===== src/rtl/valu_seq.sv =====
// rtl/valu_seq.sv - issue/collect sequencer around the vector ALU
// Slices a full-register op into OP_W beats and reassembles a tail-undisturbed result.
module valu_seq #(
    parameter int VLEN    = 128,
    parameter int OP_W    = 32,
    parameter int ALU_LAT = 1,
    localparam int VL_W   = $clog2(VLEN/8) + 1
) (
    input  logic              clk,
    input  logic              nrst,
    input  logic              start,
    output logic              ready,
    input  logic [3:0]        op_instr,
    input  logic [1:0]        vsew,
    input  logic [VL_W-1:0]   vl,
    input  logic [VLEN-1:0]   vs1_data,
    input  logic [VLEN-1:0]   vs2_data,
    input  logic [VLEN-1:0]   vd_old,
    output logic [3:0]        alu_op_instr,
    output logic [1:0]        alu_vsew,
    output logic [OP_W-1:0]   alu_op_A,
    output logic [OP_W-1:0]   alu_op_B,
    input  logic [OP_W-1:0]   alu_result,
    output logic              busy,
    output logic              done,
    output logic [VLEN-1:0]   vd_data
);
    localparam int BEATS   = VLEN / OP_W;
    localparam int BPB     = OP_W / 8;
    localparam int LOG_BPB = $clog2(BPB);
    localparam int KW      = (BEATS > 1) ? $clog2(BEATS) : 1;
    localparam int NBW     = $clog2(BEATS) + 1;
    localparam int HW      = (ALU_LAT > 0) ? $clog2(ALU_LAT + 1) : 1;

    localparam logic [1:0] S_IDLE  = 2'd0;
    localparam logic [1:0] S_ISSUE = 2'd1;
    localparam logic [1:0] S_DONE  = 2'd2;

    logic [1:0]      state_q, state_d;
    logic [KW-1:0]   k_q, k_d;
    logic [HW-1:0]   h_q, h_d;
    logic [NBW-1:0]  nb_q, nb_d;
    logic [3:0]      op_q, op_d;
    logic [1:0]      sew_q, sew_d;
    logic [VL_W-1:0] vl_q, vl_d;
    logic [VLEN-1:0] vs1_q, vs1_d;
    logic [VLEN-1:0] vs2_q, vs2_d;
    logic [VLEN-1:0] old_q, old_d;
    logic [VLEN-1:0] vd_q, vd_d;

    logic [VL_W-1:0] vl_max, vl_eff;
    logic [VL_W:0]   vl_round;
    logic [2:0]      epb_sh;
    logic [NBW-1:0]  nb_in;
    logic            capture;
    logic            last;

    // Element count clamp and beat count for the incoming request; reserved SEW means no elements.
    always_comb begin
        vl_max = '0;
        case (vsew)
            2'b00:   vl_max = VL_W'(VLEN / 8);
            2'b01:   vl_max = VL_W'(VLEN / 16);
            2'b10:   vl_max = VL_W'(VLEN / 32);
            default: vl_max = '0;
        endcase
        vl_eff   = (vl > vl_max) ? vl_max : vl;
        epb_sh   = 3'(LOG_BPB) - {1'b0, vsew};
        vl_round = {1'b0, vl_eff} + ((VL_W+1)'(1) << epb_sh) - (VL_W+1)'(1);
        nb_in    = (vsew == 2'b11) ? '0 : NBW'(vl_round >> epb_sh);
    end

    assign last = (NBW'(k_q) == nb_q - NBW'(1));

    always_comb begin
        state_d = state_q;
        k_d     = k_q;
        h_d     = h_q;
        nb_d    = nb_q;
        op_d    = op_q;
        sew_d   = sew_q;
        vl_d    = vl_q;
        vs1_d   = vs1_q;
        vs2_d   = vs2_q;
        old_d   = old_q;
        vd_d    = vd_q;
        capture = 1'b0;
        case (state_q)
            S_IDLE: begin
                if (start) begin
                    op_d  = op_instr;
                    sew_d = vsew;
                    vl_d  = vl_eff;
                    vs1_d = vs1_data;
                    vs2_d = vs2_data;
                    old_d = vd_old;
                    nb_d  = nb_in;
                    k_d   = '0;
                    h_d   = '0;
                    if (nb_in == '0) begin
                        vd_d    = vd_old;
                        state_d = S_DONE;
                    end else begin
                        state_d = S_ISSUE;
                    end
                end
            end
            S_ISSUE: begin
                if (h_q == HW'(ALU_LAT)) begin
                    h_d     = '0;
                    capture = 1'b1;
                    if (last) state_d = S_DONE;
                    else      k_d     = k_q + KW'(1);
                end else begin
                    h_d = h_q + HW'(1);
                end
            end
            S_DONE:  state_d = S_IDLE;
            default: state_d = S_IDLE;
        endcase

        // Byte-wise merge: active elements from the ALU, tail from the old destination.
        // The final capture also fills the never-issued beats from the old destination.
        if (capture) begin
            for (int b = 0; b < BEATS; b++) begin
                for (int i = 0; i < BPB; i++) begin
                    if (b == int'(k_q)) begin
                        vd_d[(b*BPB+i)*8 +: 8] = (((b*BPB+i) >> sew_q) < int'(vl_q)) ?
                                                  alu_result[i*8 +: 8] : old_q[(b*BPB+i)*8 +: 8];
                    end else if (last && b > int'(k_q)) begin
                        vd_d[(b*BPB+i)*8 +: 8] = old_q[(b*BPB+i)*8 +: 8];
                    end
                end
            end
        end
    end

    always_ff @(posedge clk) begin
        if (!nrst) begin
            state_q <= S_IDLE;
            k_q     <= '0;
            h_q     <= '0;
            nb_q    <= '0;
            op_q    <= '0;
            sew_q   <= '0;
            vl_q    <= '0;
            vs1_q   <= '0;
            vs2_q   <= '0;
            old_q   <= '0;
            vd_q    <= '0;
        end else begin
            state_q <= state_d;
            k_q     <= k_d;
            h_q     <= h_d;
            nb_q    <= nb_d;
            op_q    <= op_d;
            sew_q   <= sew_d;
            vl_q    <= vl_d;
            vs1_q   <= vs1_d;
            vs2_q   <= vs2_d;
            old_q   <= old_d;
            vd_q    <= vd_d;
        end
    end

    assign ready        = (state_q == S_IDLE);
    assign busy         = (state_q == S_ISSUE) || (state_q == S_DONE);
    assign done         = (state_q == S_DONE);
    assign vd_data      = vd_q;
    assign alu_op_instr = op_q;
    assign alu_vsew     = sew_q;
    assign alu_op_A     = (state_q == S_ISSUE) ? vs1_q[int'(k_q)*OP_W +: OP_W] : '0;
    assign alu_op_B     = (state_q == S_ISSUE) ? vs2_q[int'(k_q)*OP_W +: OP_W] : '0;
endmodule


===== config.mk =====
export PLATFORM = sky130hd
export DESIGN_NAME = valu_seq
export DESIGN_NICKNAME = d
export VERILOG_FILES = /design/src/rtl/valu_seq.sv
export SDC_FILE = /design/constraint.sdc
export NUM_CORES = 2
export LEC_CHECK = 0
export CORE_AREA = 2 2 247 249
export CTS_BUF_LIST = sky130_fd_sc_hd__clkbuf_8 sky130_fd_sc_hd__clkbuf_16
export DETAILED_ROUTE_END_ITERATION = 12
export DIE_AREA = 0 0 249 251
export PLACE_DENSITY = 0.81
export SLEW_MARGIN = 20
export SYNTH_ARGS = -nofsm -noshare
export SYNTH_HDL_FRONTEND = slang
export SYNTH_SLANG_ARGS = --single-unit

===== constraint.sdc =====
create_clock -name clk -period 7.92 [get_ports clk]
set_clock_uncertainty 0.1 [all_clocks]
set_input_delay 0.792 -clock clk [delete_from_list [all_inputs] [get_ports clk]]
set_output_delay 0.792 -clock clk [all_outputs]
set_load 0.05 [all_outputs]

==> metrics.txt <==
hold crit path type=register to register; number of endpoints with negative hold slack in the final report=0; clock-pin slew on the worst setup and hold paths=0.06 ns; Tcrit/Tclk final=about three quarters; leading cell type in the layout, fill and taps excluded=sky130_fd_sc_hd__nand2_1; fill cell count=5,279; fmax=~160 MHz; total negative slack=0 ns; Post-Syn Instances=3,008; placed standard-cell area=31,900 um^2; total of warnings raised by yosys=0; H-Tree Depth=2; Yosys reg bits=about 530; number of flops mapped to enable cells by yosys=0; row cnt=90; wire length reported by the detailed router=91,200 um; number of antenna violations at the first check in global routing=10; post-detailed-route DRC marker count=0; Finished Cell Area=33,800 um^2; mean instance size in the synthesized netlist=8.42 um^2; main combinational cell family by area after synthesis=compound AO/OA/AOI/OAI gates; main flop type after synthesis=sky130_fd_sc_hd__dfxtp_1; largest buffer count on any clock path=3; peak fanout along the critical path=54; synthesized netlist net count=between 3,000 and 4,000; final hold slack=0.350 ns; sequential standard cell area=10,600 um^2; XOR/XNOR share of the synthesized area=0.311%; maximum number of pins on one net before global-route repair=182; share of the synthesized area in the top cell type=41.9%; Reg-to-Reg Start=alu_vsew[1]; final setup slack of the worst path=1.83 ns; P&R area growth vs syn=33.3%; top library cells by usage in the layout, fill and taps aside=sky130_fd_sc_hd__nand2_1, sky130_fd_sc_hd__clkdlybuf4s50_1, sky130_fd_sc_hd__a21oi_1; final cell count without fillers=4,319; required time of the worst setup path=8.31 ns; maxcap violations=0; status=finished clean; Post CTS Setup Buffer Count=0; Leakage=12.8 nW; average wire per standard cell=roughly 21 um; sequential-to-total area share from yosys stat=41.9%; number of pins exceeding their max-slew limit in the final report=0; hold_buf cts=0; library cell used as clock root buffer=sky130_fd_sc_hd__clkbuf_16; fraction of the mapped netlist area in compound gates=19.5%; Nets=3,963; Synth Area in Adders=under 10%; Async SR Flop Fraction=0%; Simple-Gate Fraction of Synth Area=between 10% and 20%; Place WS=~1.3 ns; library cell with the largest summed area after synthesis=sky130_fd_sc_hd__dfxtp_1; portion of netlist area occupied by mux cells=14.5%; DIE AREA=62,500 um^2; die width=roughly 250 um; total congestion overflow after global routing=0; Hold Startpoint=vs2_q[77]; Max rail drop VDD=189 uV; detail-routed via count per cell=5.66; top cells by area, synth=sky130_fd_sc_hd__dfxtp_1, sky130_fd_sc_hd__nand2_1, sky130_fd_sc_hd__a21oi_1, sky130_fd_sc_hd__mux4_2, sky130_fd_sc_hd__mux2_2; ratio of total power to cell area=253 nW/um^2; slew of the pin with the lowest slew margin=1.09 ns; clock sink total=approximately 530; number of design-rule violations left by the first detailed-router iteration=around 2,200; IO buf count=630; CTS Buf Count=56; Rel. slew slack=26.9%; Core Box Area=59,800 um^2; count of final setup violators=0; Overall Global Routing Usage=between 20 and 30%; setup repair after global routing missed its margin=no; die height=between 200 and 300 um; Resize count post-CTS=0; number of vias in the routed layout=roughly 24,000; wire length of the first global-routing pass=137,000 um; Crit Path Category=input pin to register; Ports=631; clock tree from TritonCTS=done; Pre-antenna DRT Iters=7; Cells after DPL=4,211; count of different cell masters after synthesis=53; insertion delay of the later-clocked pin in the worst-skew pair=0.63 ns; number of antenna-violating nets in the routed design=0; placed wire-length estimate after detailed placement=61,900 um; initial cell density of the core=42.4%; crit path capture type=register; arrival time worst endpoint=6.49 ns; share of post-route cells with drive strength above 1=9.60%; area of the mapped netlist=25,300 um^2; crit path launch=vsew[0]; type of element launching the critical path=input pin; RD Place Congestion=0.889; Multi-input gate area=approximately 14,000 um^2; Final Critical Period=approximately 6.1 ns; via count of the first global-routing pass=23,000
[stage by stage]
| stage | util, % | power, W |
|---|---|---|
| 2_1_floorplan | - | 0.00501 |
| 3_3_place_gp | 53.3 | 0.00584 |
| 3_5_place_dp | 53.3 | 0.00588 |
| 4_1_cts | 56.5 | 0.00857 |
| 5_1_grt | 56.5 | 0.00892 |
| 6_report | 56.5 | 0.00855 |
[state kept, by name, summed over array words and instances (netlist names), 3 cells and up]
| signal | flops |
|---|---|
| nb_q | 3 |
| old_q | 128 |
| alu_op_instr | 4 |
| vs2_q | 128 |
| vd_data | 128 |
| vl_q | 5 |
| vs1_q | 128 |
[Yosys cell counts (all sizes together) (2+ instances only)]
cell type / number
a211oi: 5
a21boi: 5
a21o: 6
a21oi: 562
a221o: 2
a221oi: 24
a22oi: 26
a31oi: 16
and2: 68
and3: 10
buf: 44
clkbuf: 194
dfxtp: 531
ha: 45
inv: 37
mux2: 101
mux2i: 108
mux4: 65
nand2: 834
nand2b: 14
nand3: 23
nand4: 5
nand4b: 9
nor2: 49
nor2b: 2
nor3: 4
o21a: 6
o21ai: 98
o22a: 50
o22ai: 36
o31a: 9
or2: 3
xnor2: 4
xor2: 5
[where the power goes]
part | leakage (nW) | switching, W | internal [W]
Clock | 0.982 | 0.00115 | 0.00155
Sequential | 4.35 | 0.000213 | 0.00301
Combinational | 7.43 | 0.00158 | 0.00105
Total | 12.8 | 0.00294 | 0.00561
[area by class of cell]
class / instances / area share (%)
Inverter: 37 / 0.433
Antenna cell: 4 / 0.0296
Timing Repair Buffer: 659 / 19.5
Tap cell: 782 / 2.90
Clock inverter: 36 / 0.926
Multi-Input combinational cell: 2202 / 40.1
Sequential cell: 531 / 31.5
Clock buffer: 68 / 4.67
[cell families (layout without fill, tap and decap cells)]
| kind of cell | Yosys count | in the layout |
|---|---|---|
| compound gates | 850 | 850 |
| buf+inv | 275 | 800 |
| xor+xnor | 9 | 9 |
| flops | 531 | 531 |
| simple gates | 1022 | 1022 |
| fa+ha+maj | 46 | 46 |
| mux | 274 | 274 |
| other cells | 1 | 5 |
[metal layers]
layer / GRT usage (%) / vias up / part of all wire [%] / routed length, um
li1: - / 11400 / - / -
met3: 8.49 / 244 / 11 / 9610
met5: 0 / - / 0.058 / 53
met4: 12.7 / 8 / 4.8 / 4360
met1: 33.3 / 11600 / 38 / 34300
met2: 46.0 / 1200 / 47 / 42800
[worst paths after layout]
path,end,slack (ns),cells after the start
setup / recovery,vd_data[28],1.83,19
hold / removal,vs2_q[77],0.35,2
setup reg to reg,vd_data[123],4.21,9
hold reg to reg,vs2_q[77],0.35,2
[critical path, cell delays in order]
cell and delay (ns):
sky130_fd_sc_hd__clkdlybuf4s50_1 0.89, sky130_fd_sc_hd__inv_1 0.21, sky130_fd_sc_hd__ha_1 0.24, sky130_fd_sc_hd__inv_1 0.10, sky130_fd_sc_hd__ha_1 0.26, sky130_fd_sc_hd__a21oi_1 0.49, sky130_fd_sc_hd__nand2_1 0.12, sky130_fd_sc_hd__ha_1 0.30
sky130_fd_sc_hd__inv_1 0.04, sky130_fd_sc_hd__ha_1 0.21, sky130_fd_sc_hd__fa_1 0.40, sky130_fd_sc_hd__xnor2_1 0.26, sky130_fd_sc_hd__mux2i_1 0.11, sky130_fd_sc_hd__nor4_1 0.24, sky130_fd_sc_hd__a221o_1 0.31, sky130_fd_sc_hd__nand4_4 0.53
sky130_fd_sc_hd__buf_12 0.46, sky130_fd_sc_hd__mux2i_1 0.30, sky130_fd_sc_hd__a21oi_1 0.11
(Power assumes the default switching activity.)
